--- src/rtl/cva6_tlb_pkg.sv ---
// Shared types, constants and helpers for the parametrised Sv32 TLB with tree pseudo-LRU replacement.
package cva6_tlb_pkg;

  localparam int PTE_G_BIT = 5;

  // Entries store the ASID zero-extended to this width; ASID_WIDTH must not exceed it.
  localparam int MAX_ASID_WIDTH = 16;

  // Flush mode encoding is {use_asid, use_vaddr}.
  typedef enum logic [1:0] {
    FLUSH_ALL        = 2'b00,
    FLUSH_VADDR      = 2'b01,
    FLUSH_ASID       = 2'b10,
    FLUSH_ASID_VADDR = 2'b11
  } flush_mode_e;

  typedef struct packed {
    logic [9:0]                vpn1;
    logic [9:0]                vpn0;
    logic [MAX_ASID_WIDTH-1:0] asid;
    logic                      is_4M;
    logic [31:0]               content;
    logic                      valid;
  } tlb_entry_t;

  // A superpage entry ignores vpn0, both for lookup and for address-qualified flushes.
  function automatic logic vpn_match(input tlb_entry_t e, input logic [9:0] vpn1,
                                     input logic [9:0] vpn0);
    return (e.vpn1 == vpn1) && (e.is_4M || (e.vpn0 == vpn0));
  endfunction

endpackage

--- src/rtl/cva6_tlb_plru_tree.sv ---
// Tree pseudo-LRU state for the TLB: one bit per internal node, heap-ordered (children of n at 2n+1, 2n+2).
module cva6_tlb_plru_tree
  import cva6_tlb_pkg::*;
#(
  parameter int ENTRIES = 8,
  localparam int IDX_W = $clog2(ENTRIES)
) (
  input  logic             clk_i,
  input  logic             rst_i,
  input  logic             touch_valid,
  input  logic [IDX_W-1:0] touch_idx,
  output logic [IDX_W-1:0] victim_idx
);

  localparam int LEVELS = IDX_W;

  logic [ENTRIES-2:0] tree_q;
  logic [ENTRIES-2:0] tree_d;

  // A node bit of 0 sends the victim left; touching an entry points every node on its path away from it.
  always_comb begin
    int node;
    tree_d = tree_q;
    node   = 0;
    if (touch_valid) begin
      for (int l = 0; l < LEVELS; l++) begin
        node         = (1 << l) - 1 + int'(touch_idx >> (LEVELS - l));
        tree_d[node] = ~touch_idx[LEVELS-1-l];
      end
    end
  end

  always_comb begin
    int node;
    victim_idx = '0;
    node       = 0;
    for (int l = 0; l < LEVELS; l++) begin
      victim_idx[LEVELS-1-l] = tree_q[node];
      node                   = 2 * node + 1 + int'(tree_q[node]);
    end
  end

  always_ff @(posedge clk_i or posedge rst_i) begin
    if (rst_i) begin
      tree_q <= '0;
    end else begin
      tree_q <= tree_d;
    end
  end

endmodule

--- src/rtl/cva6_tlb_sv32_plru.sv ---
// Sv32 TLB with configurable depth/ASID width, global pages, selective flush and a registered lookup.
module cva6_tlb_sv32_plru
  import cva6_tlb_pkg::*;
#(
  parameter int TLB_ENTRIES = 8,
  parameter int ASID_WIDTH  = 9
) (
  input  logic                  clk_i,
  input  logic                  rst_i,
  input  logic                  flush_i,
  input  logic                  flush_use_asid_i,
  input  logic                  flush_use_vaddr_i,
  input  logic [ASID_WIDTH-1:0] asid_to_be_flushed_i,
  input  logic [31:0]           vaddr_to_be_flushed_i,
  input  logic                  update_valid_i,
  input  logic                  update_is_4M_i,
  input  logic [19:0]           update_vpn_i,
  input  logic [ASID_WIDTH-1:0] update_asid_i,
  input  logic [31:0]           update_content_i,
  input  logic                  lu_access_i,
  input  logic [ASID_WIDTH-1:0] lu_asid_i,
  input  logic [31:0]           lu_vaddr_i,
  output logic                  lu_hit_o,
  output logic                  lu_is_4M_o,
  output logic [31:0]           lu_content_o
);

  localparam int IDX_W = $clog2(TLB_ENTRIES);

  tlb_entry_t tlb_q [TLB_ENTRIES];
  tlb_entry_t tlb_d [TLB_ENTRIES];

  logic [TLB_ENTRIES-1:0]    lu_match;
  logic [TLB_ENTRIES-1:0]    upd_exact;
  logic [TLB_ENTRIES-1:0]    flush_hit;
  logic [TLB_ENTRIES-1:0]    valid_vec;
  logic [IDX_W-1:0]          lu_idx;
  logic [IDX_W-1:0]          exact_idx;
  logic [IDX_W-1:0]          free_idx;
  logic [IDX_W-1:0]          victim_idx;
  logic [IDX_W-1:0]          upd_idx;
  logic [IDX_W-1:0]          touch_idx;
  logic                      update_en;
  logic                      lu_valid;
  logic                      touch_valid;
  logic [MAX_ASID_WIDTH-1:0] lu_asid;
  logic [MAX_ASID_WIDTH-1:0] upd_asid;
  logic [MAX_ASID_WIDTH-1:0] fl_asid;
  flush_mode_e               flush_mode;

  logic        lu_hit_d, lu_hit_q;
  logic        lu_is_4M_d, lu_is_4M_q;
  logic [31:0] lu_content_d, lu_content_q;

  // Page-offset bits play no part in translation.
  logic unused_offset_bits;
  assign unused_offset_bits = ^{lu_vaddr_i[11:0], vaddr_to_be_flushed_i[11:0]};

  assign lu_asid    = MAX_ASID_WIDTH'(lu_asid_i);
  assign upd_asid   = MAX_ASID_WIDTH'(update_asid_i);
  assign fl_asid    = MAX_ASID_WIDTH'(asid_to_be_flushed_i);
  assign flush_mode = flush_mode_e'({flush_use_asid_i, flush_use_vaddr_i});
  assign update_en  = update_valid_i && !flush_i;

  always_comb begin
    lu_match  = '0;
    upd_exact = '0;
    flush_hit = '0;
    valid_vec = '0;
    for (int i = 0; i < TLB_ENTRIES; i++) begin
      valid_vec[i] = tlb_q[i].valid;
      lu_match[i]  = tlb_q[i].valid
                  && vpn_match(tlb_q[i], lu_vaddr_i[31:22], lu_vaddr_i[21:12])
                  && ((tlb_q[i].asid == lu_asid) || tlb_q[i].content[PTE_G_BIT]);
      upd_exact[i] = tlb_q[i].valid
                  && (tlb_q[i].vpn1 == update_vpn_i[19:10])
                  && (tlb_q[i].vpn0 == update_vpn_i[9:0])
                  && (tlb_q[i].asid == upd_asid)
                  && (tlb_q[i].is_4M == update_is_4M_i);
      // Global entries survive ASID-qualified flushes but not a pure address flush.
      case (flush_mode)
        FLUSH_ALL:   flush_hit[i] = 1'b1;
        FLUSH_ASID:  flush_hit[i] = !tlb_q[i].content[PTE_G_BIT] && (tlb_q[i].asid == fl_asid);
        FLUSH_VADDR: flush_hit[i] = vpn_match(tlb_q[i], vaddr_to_be_flushed_i[31:22],
                                              vaddr_to_be_flushed_i[21:12]);
        FLUSH_ASID_VADDR:
          flush_hit[i] = !tlb_q[i].content[PTE_G_BIT] && (tlb_q[i].asid == fl_asid)
                      && vpn_match(tlb_q[i], vaddr_to_be_flushed_i[31:22],
                                   vaddr_to_be_flushed_i[21:12]);
        default:     flush_hit[i] = 1'b1;
      endcase
    end
  end

  // Scanning downwards leaves the lowest matching index in each encoder.
  always_comb begin
    lu_idx    = '0;
    exact_idx = '0;
    free_idx  = '0;
    for (int i = TLB_ENTRIES - 1; i >= 0; i--) begin
      if (lu_match[i])   lu_idx    = IDX_W'(i);
      if (upd_exact[i])  exact_idx = IDX_W'(i);
      if (!valid_vec[i]) free_idx  = IDX_W'(i);
    end
  end

  always_comb begin
    upd_idx = victim_idx;
    if (|upd_exact) begin
      upd_idx = exact_idx;
    end else if (!(&valid_vec)) begin
      upd_idx = free_idx;
    end
  end

  always_comb begin
    tlb_d = tlb_q;
    if (flush_i) begin
      for (int i = 0; i < TLB_ENTRIES; i++) begin
        if (flush_hit[i]) tlb_d[i].valid = 1'b0;
      end
    end else if (update_en) begin
      tlb_d[upd_idx] = '{vpn1:    update_vpn_i[19:10],
                         vpn0:    update_vpn_i[9:0],
                         asid:    upd_asid,
                         is_4M:   update_is_4M_i,
                         content: update_content_i,
                         valid:   1'b1};
    end
  end

  // A lookup racing a flush is reported as a miss and does not age the PLRU.
  always_comb begin
    lu_valid     = lu_access_i && !flush_i && (|lu_match);
    lu_hit_d     = lu_valid;
    lu_is_4M_d   = lu_valid && tlb_q[lu_idx].is_4M;
    lu_content_d = lu_valid ? tlb_q[lu_idx].content : '0;
  end

  // The tree takes one touch per cycle; a simultaneous write is the more recent use.
  assign touch_valid = update_en || lu_valid;
  assign touch_idx   = update_en ? upd_idx : lu_idx;

  cva6_tlb_plru_tree #(
    .ENTRIES (TLB_ENTRIES)
  ) u_plru (
    .clk_i       (clk_i),
    .rst_i       (rst_i),
    .touch_valid (touch_valid),
    .touch_idx   (touch_idx),
    .victim_idx  (victim_idx)
  );

  always_ff @(posedge clk_i or posedge rst_i) begin
    if (rst_i) begin
      for (int i = 0; i < TLB_ENTRIES; i++) begin
        tlb_q[i] <= '0;
      end
      lu_hit_q     <= 1'b0;
      lu_is_4M_q   <= 1'b0;
      lu_content_q <= '0;
    end else begin
      tlb_q        <= tlb_d;
      lu_hit_q     <= lu_hit_d;
      lu_is_4M_q   <= lu_is_4M_d;
      lu_content_q <= lu_content_d;
    end
  end

  assign lu_hit_o     = lu_hit_q;
  assign lu_is_4M_o   = lu_is_4M_q;
  assign lu_content_o = lu_content_q;

endmodule

--- config.mk ---
export PLATFORM = sky130hd
export DESIGN_NAME = cva6_tlb_sv32_plru
export DESIGN_NICKNAME = d
export VERILOG_FILES = /design/src/rtl/cva6_tlb_pkg.sv /design/src/rtl/cva6_tlb_plru_tree.sv /design/src/rtl/cva6_tlb_sv32_plru.sv
export SDC_FILE = /design/constraint.sdc
export NUM_CORES = 2
export LEC_CHECK = 0
export ABC_AREA = 1
export BUFFER_PORTS_ARGS = -buffer_cell sky130_fd_sc_hd__clkbuf_2
export CORE_ASPECT_RATIO = 0.6
export CORE_MARGIN = 4
export CORE_UTILIZATION = 30
export CTS_CLUSTER_SIZE = 28
export DETAILED_ROUTE_END_ITERATION = 6
export GPL_TIMING_DRIVEN = 0
export PLACE_DENSITY = 0.43
export SLEW_MARGIN = 20
export SYNTH_ARGS = -nofsm -noshare
export SYNTH_HDL_FRONTEND = slang
export SYNTH_SLANG_ARGS = --single-unit
--- constraint.sdc ---
create_clock -name clk_i -period 30.5 [get_ports clk_i]
set_clock_uncertainty 0.05 [all_clocks]
set_input_delay 6.1 -clock clk_i [delete_from_list [all_inputs] [get_ports clk_i]]
set_output_delay 6.1 -clock clk_i [all_outputs]
set_load 0.05 [all_outputs]
# After elaboration in Yosys (flattened, before gate mapping)
# Cells that the tools add are included.
# totals
word_cells	369
reg_bits	601
rom_bits	0
out_inout_bits	34
latch_bits	0
in_bits	151
ramBits	0
memories	0
# classes
n_div	0
n_addsub	5
n_bitwise	6
eq_ne	91
shifts	0
reduce_logical	135
multipliers	0
magnitude_cmp	9
mux	71
# ops
operator	n
$bwmux W560	1
$mux W491	1
$eq A10 B10 Y1	48
$eq A16 B9 Y1	24
$bmux W70 S3	1
$demux W70 S3	1
$lt A32 B5 Y1 const B	4
$logic_and A1 B1 Y1	87
$mux W3	27
$mux W70	1
$mux W34	2
$ge A32 B1 Y1 const B	2
$add A32 B2 Y32	1
$add A32 B2 Y32 const B	1
$mux W32	1
$pmux W1 S4	8
$logic_or A1 B1 Y1	25
$mux W1	22
$reduce_and A2 Y1	9
$ne A2 B1 Y1 const B	8
$reduce_or A8 Y1	2
$bwmux W7	2
$logic_not A1 Y1	9
$eq A1 B1 Y1	8
13 further kinds	22

# Depth between registers and ports, before layout
# logic_depth
depth_word	22
mapped_depth	27
depth_no_buf	26

# Modules after synthesis
# Synthesis repeated with hierarchy kept, for this count alone.
# hier_totals
cells_unflattened	4726
area_unflattened_um2	33286.9
# by_module_without_submodules
module	area_each_um2	cells_each	seq_area_each_um2	n_inst
cva6_tlb_sv32_plru	32847.8	4673	13462.9	1
cva6_tlb_plru_tree	439.2	53	175.2	1

# Worst setup path after synthesis
# Ideal clock, no wire load.
# synth_path
path_kind	input to register
startpoint	input port update_vpn_i[16]
endpoint	register u_plru.tree_q[1]
path_slack_ps	22030
arrival_time_ps	8300
t_required_ps	30331
path_stages	27
setup_time_ps	119
n_path_buf	2
path_cell_list	buf_4 -> inv_2 -> buf_6 -> nand2_1 -> o21ai_1 -> nor2_1 -> nand2_1 -> nor2_1 -> nand2_1 -> inv_2 -> nand2_1 -> nand2_1 -> nor2_1 -> nand2_1 -> nand2_4 -> inv_2 -> nand2_1 -> nand2_1 -> inv_1 -> ha_1 -> nand2_1 -> inv_1 -> nand2_1 -> nand2_1 -> nand3_1 -> nor2_1 -> nor2_1
# synth_via
elab_chain_cells	22
elab_cells_between_ends	67
classes_between	add/sub (2); order compare (4); eq/ne (8); mux (16); bitwise (2); reduce/logical (35)
# synth_rtl
item	line_no	text
start: declaration	cva6_tlb_sv32_plru.sv:17	input logic [19:0] update_vpn_i,
$eq A10 B10 Y1	cva6_tlb_sv32_plru.sv:76	&& (tlb_q[i].vpn1 == update_vpn_i[19:10])
$logic_and A1 B1 Y1	cva6_tlb_sv32_plru.sv:76	
$logic_and A1 B1 Y1	cva6_tlb_sv32_plru.sv:77	&& (tlb_q[i].vpn0 == update_vpn_i[9:0])
$logic_and A1 B1 Y1	cva6_tlb_sv32_plru.sv:78	&& (tlb_q[i].asid == upd_asid)
$logic_and A1 B1 Y1	cva6_tlb_sv32_plru.sv:79	&& (tlb_q[i].is_4M == update_is_4M_i);
$mux W3 (8 in series)	cva6_tlb_sv32_plru.sv:102	if (upd_exact[i]) exact_idx = IDX_W'(i);
$mux W3 *	cva6_tlb_sv32_plru.sv:109	if (|upd_exact) begin
$mux W3 *	cva6_tlb_sv32_plru.sv:142	assign touch_idx = update_en ? upd_idx : lu_idx;
$add A1 B1 Y2	cva6_tlb_plru_tree.sv:27	node = (1 << l) - 1 + int'(touch_idx >> (LEVELS - l));
$ge A32 B1 Y1 (implied by the code) / $lt A32 B5 Y1 (equally long branches)	cva6_tlb_plru_tree.sv:28	tree_d[node] = ~touch_idx[LEVELS-1-l];
$logic_and A1 B1 Y1 (implied by the code)	cva6_tlb_plru_tree.sv:28	
$mux W1 (implied by the code)	cva6_tlb_plru_tree.sv:28	
$demux W1 S3	--	
$bwmux W7	cva6_tlb_plru_tree.sv:28	
$bwmux W7 *	cva6_tlb_plru_tree.sv:28	
end signal: assignment	cva6_tlb_plru_tree.sv:47	tree_q <= tree_d;
end: declaration	cva6_tlb_plru_tree.sv:17	logic [ENTRIES-2:0] tree_q;
# Every way passes the cells marked *; elsewhere a longest branch is shown, timed or not.
# A chain may end at the register's enable or synchronous reset.

# Final worst setup path
# layout_path
startpoint	input port lu_vaddr_i[31]
endpoint	register lu_content_q[28], in the netlist lu_content_o[28]
# layout_via
elab_chain_cells	17
elab_cells_between_ends	47
classes_between	eq/ne (8); mux (12); bitwise (1); reduce/logical (26)
# layout_rtl
item	line_no	text
start: declaration	cva6_tlb_sv32_plru.sv:22	input logic [31:0] lu_vaddr_i,
$eq A10 B10 Y1	cva6_tlb_pkg.sv:29	return (e.vpn1 == vpn1) && (e.is_4M || (e.vpn0 == vpn0));
$logic_and A1 B1 Y1	cva6_tlb_pkg.sv:29	
$logic_and A1 B1 Y1	cva6_tlb_sv32_plru.sv:73	&& vpn_match(tlb_q[i], lu_vaddr_i[31:22], lu_vaddr_i[21:12])
$logic_and A1 B1 Y1	cva6_tlb_sv32_plru.sv:74	&& ((tlb_q[i].asid == lu_asid) || tlb_q[i].content[PTE_G_BIT]);
$mux W3 (8 in series)	cva6_tlb_sv32_plru.sv:101	if (lu_match[i]) lu_idx = IDX_W'(i);
$not A3 Y4 (implied by the code)	cva6_tlb_sv32_plru.sv:137	lu_content_d = lu_valid ? tlb_q[lu_idx].content : '0;
$bmux W70 S3	cva6_tlb_sv32_plru.sv:137	
$mux W34 (implied by the code) (2 in series)	cva6_tlb_sv32_plru.sv:137	
$mux W32 *	cva6_tlb_sv32_plru.sv:137	
net lu_content_d[28]	cva6_tlb_sv32_plru.sv:53	logic [31:0] lu_content_d, lu_content_q;
end signal: assignment	cva6_tlb_sv32_plru.sv:166	lu_content_q <= lu_content_d;
end: declaration	cva6_tlb_sv32_plru.sv:53	
# Mark *: on every way through the listed nets, which the timed path passes. The rest lies on a longest branch. The select of a mux whose other input is x is not followed.

==> summary.txt <==
Status
  • Status: finished with violations
  • Failing checks: design-rule violations

Global routing
  • Vias in the first global route: 32200
  • GRT overflow: 0
  • Initial antenna violation count: 24
  • Tot GR Track Use: 35.6%
  • First-pass GRT wire length: 286000 um
  • Pin count of the biggest net entering global routing: 100

Die
  • # rows: 94
  • Die Footprint: 117000 um^2
  • Initial Utilization: 30.4%
  • Ports: 185
  • Die Span X: 439 um
  • Core Area: 110000 um^2
  • Die Y: 267 um

Clock network
  • CTS tree: done
  • CTS buffer count: 59
  • Post-CTS Setup Repair Bufs: 0
  • # H-tree levels: 2
  • Reg clk slew, reported paths: 70 ps
  • Clock Latency Late Sink: 710 ps
  • CTS Buffer Depth: 3
  • Root Buffer: clkbuf_16
  • CTS sink cnt: 545
  • Cts hold-fix bufs: 0
  • Post_cts resized: 0

Synthesis
  • Largest cells by area after synthesis: dfrtp_1 41%, nand2_1 16%, o21ai_1 5.7%
  • Mux cell area share after synthesis: 0%
  • Mapped Nets: 4787
  • EDFF count, synth: 0
  • Adder-Cell Fraction of Synth Area: 0.224%
  • #FFs+latches synth: 545
  • Complex-gate fraction of the synthesized area: 14.1%
  • Synth unique cells: 54
  • Sequential element share of the synthesized area: 40.7%
  • Synth Flop Type: dfrtp_1
  • Area share of the largest cell type after synthesis: 40.7%
  • Synth Area in Simple Gates: 27.7%
  • FFs w/ async S/R, synth: 100%
  • Ys Warns: 0
  • Syn Inst Count: 4630
  • Synth Area in XOR/XNOR: 5.65%
  • Largest family of logic cells by synthesized area: simple AND/OR/NAND/NOR gates
  • Avg Inst Size Synth: 7.23 um^2
  • Post-synthesis cell area: 33500 um^2
  • Post-synth top area cell: dfrtp_1

Worst setup path
  • Reg-to-Reg End: lu_content_o[28]
  • Critical Path AT: 10580 ps
  • Crit Path Category: in2reg
  • CP startpoint kind: input pin
  • Setup crit end kind: flip-flop
  • Crit. Startpoint: lu_vaddr_i[31]
  • FF-to-FF setup slack: 25450 ps
  • Req. time, crit path: 30990 ps
  • R2R depth: 14
  • FF-to-FF Start: tlb_q[270]
  • Critical path fanouts, max: 10

Pwr
  • Internal power: 1.68 mW
  • Pwr per Cell Area: 78.1 nW/um^2
  • Sequential share of power: 41.0%
  • Sw Ratio: 43.6%
  • Clk pwr share: 27.2%
  • Comb pwr share: 31.7%
  • Leak: 17.8 nW
  • Worst vdd ir: 0.0000455 V
  • P_sw: 1.30 mW

Hold path
  • Min-Delay Endpoint: tlb_q[307]
  • Hold Crit Class: reg2reg
  • Hold path cells: 2
  • Hold path startpoint: tlb_q[307]

STA
  • Max-slew violation count: 0
  • Max-slew headroom: 8.10%
  • TNS Setup: 0 ps
  • Max frequency: 0.0991 GHz
  • RSZ-0062 raised after global routing: false
  • Count of final hold-check violations: 0
  • Final setup fails: 0
  • Crit share post-route: 33.1%
  • Fin crit period: 10090 ps
  • Worst-Margin Slew: 1380 ps

Layout
  • Layout overhead on the synthesized area: 14.0%
  • NumNets Final: 4946
  • Post-route cell area: 38200 um^2
  • Layout cells sized above 1: 10.5%
  • Filler cell count: 12100

Placement
  • Port bufs: 89
  • Hpwl dp: 166000 um
  • GPL Wtd Cong: 1.09
  • Area post-placement: 36100 um^2

Route
  • DRC: 3
  • DRT Pass-1 Iters: 7
  • Via density: 5.67
  • Vias: 35900
  • DRT iter0 DRCs: 6057
  • DRT Wirelength: 213000 um
  • Antenna-violating nets left: 0
  • WL per Instance: 33.7 um

Job
  • Max-cap viol count: 0
-- layout make-up --
cell class | instances | area, um^2 | share of cell area [%]
Clock buffer | 80 | 1660 | 4.34
Inverter | 548 | 2070 | 5.43
Antenna cell | 10 | 25.0 | 0.0655
Multi-Input combinational cell | 3260 | 16100 | 42.0
Sequential cell | 545 | 13600 | 35.7
Buffer | 277 | 1820 | 4.76
Timing Repair Buffer | 98 | 633 | 1.66
Tap cell | 1488 | 1860 | 4.88
Clock inverter | 25 | 425 | 1.11
-- metrics by stage --
| step | utilization, % | setup slack (ps) | std cells | total power, mW | hold WS, ps |
|---|---|---|---|---|---|
| final | 34.6 | 20410 | 6331 | 2.98 | 430 |
| after global routing | 34.6 | 20300 | 6325 | 3.09 | 445 |
| after CTS | 34.6 | 20850 | 6321 | 2.92 | 435 |
| after detailed placement | 32.7 | 20150 | 6216 | 2.10 | 419 |
| after global placement | 32.5 | 671 | 6207 | 2.10 | 414 |
| after floorplan | - | 9110 | 4630 | 1.64 | 400 |
-- placed cells by master, fill, tap and decap left out, types with 7 or more instances in the layout --
cell       Yosys  layout
buf_6         70      70
bufinv_16      0      10
clkbuf_1      79      85
dfrtp_1      545     545
clkbuf_2       2      96
nor2_1       299     299
clkbuf_8       0      10
o21ai_2       24      24
nand2_1     1388    1388
inv_2         36      36
inv_1        502     501
or2_2         15      15
xnor2_1      127     127
nor4_2         0      10
nor4_1        20      10
o211ai_1      14      14
xor2_1        89      89
nand2_2        7       7
nand2_4       11      11
a221oi_1      20      20
a21oi_1       52      52
clkinv_2       0       8
o22ai_1      137     137
o21ai_1      383     383
clkbuf_16      0      59
buf_1          9       7
o221ai_1       8       8
diode_2        0      10
nand4_1       90      90
nand3_1      279     279
buf_2         80      82
nand3b_1      32      32
o21ai_0      167     167
nor3_1        41      41
buf_4         37      40
o2111ai_1     15      15
-- worst max-delay path by stage --
stage / to / slack, ps / depth (start not counted)
CTS: lu_content_o[7] / 20850 / 18
finish: lu_content_o[28] / 20410 / 15
floorplan: lu_content_o[0] / 9110 / 1
detailed placement: lu_content_o[7] / 20150 / 18
global placement: tlb_q[444] / 670 / 2
global route: lu_content_o[13] / 20300 / 16
-- power groups by stage --
| stage | combinational, mW | clock, mW | sequential (mW) |
|---|---|---|---|
| 2_1_floorplan | 0.586 | 0 | 1.06 |
| 3_3_place_gp | 0.888 | 0 | 1.21 |
| 3_5_place_dp | 0.898 | 0 | 1.20 |
| 4_1_cts | 0.902 | 0.821 | 1.19 |
| 5_1_grt | 1.02 | 0.850 | 1.22 |
| 6_report | 0.946 | 0.812 | 1.22 |
-- critical path, stage by stage --
cell	delay, ps
buf_2	330
inv_1	220
nand2_1	180
o211ai_1	120
nor2_1	120
nand2_1	70
nor2_1	710
nand3_1	250
o21ai_0	180
nor2_1	170
nor3_2	890
clkbuf_1	740
nand3_1	150
nand2_1	180
nor2_1	120
-- flip-flops by register name, indices dropped and copies added, names as in the netlist --
name	flops
lu_is_4M_o	1
tlb_q	504
u_plru.tree_q	7
lu_hit_o	1
lu_content_o	32
-- routing by layer --
layer  wire [um]  vias up  global-route usage (%)
met3       34900      255                    17.3
li1            -    15300                       -
met4        4610       12                    7.27
met5          80        -                       0
met2       73300     2413                    41.9
met1      100000    18000                    55.7
-- logic make-up after synthesis --
kind of cell               Yosys count
xor gates and xnor gates           216
adders and majority gates            6
buffers and inverters              825
and+or+nand+nor                   2200
AOI/OAI and AO/OA                  838
DFF                                545
-- cells in the mapped netlist (5+ instances only) --
master     count
o2111ai_1     15
nand4_1       90
xor2_1        89
a21oi_1       52
buf_1          9
or2_2         15
clkinv_1       6
ha_1           6
nand3b_1      32
o21ai_1      383
nand2_2        7
o22ai_1      137
buf_6         70
o21ai_0      167
buf_4         37
buf_2         80
clkbuf_1      79
o211ai_1      14
nor3_1        41
nand3_1      279
o221ai_1       8
inv_2         36
xnor2_1      127
inv_1        502
nand2_4       11
nor2_1       299
dfrtp_1      545
a221oi_1      20
o21ai_2       24
nor4_1        20
nor2_4         5
nand2_1     1388
(Power assumes the default switching activity.)
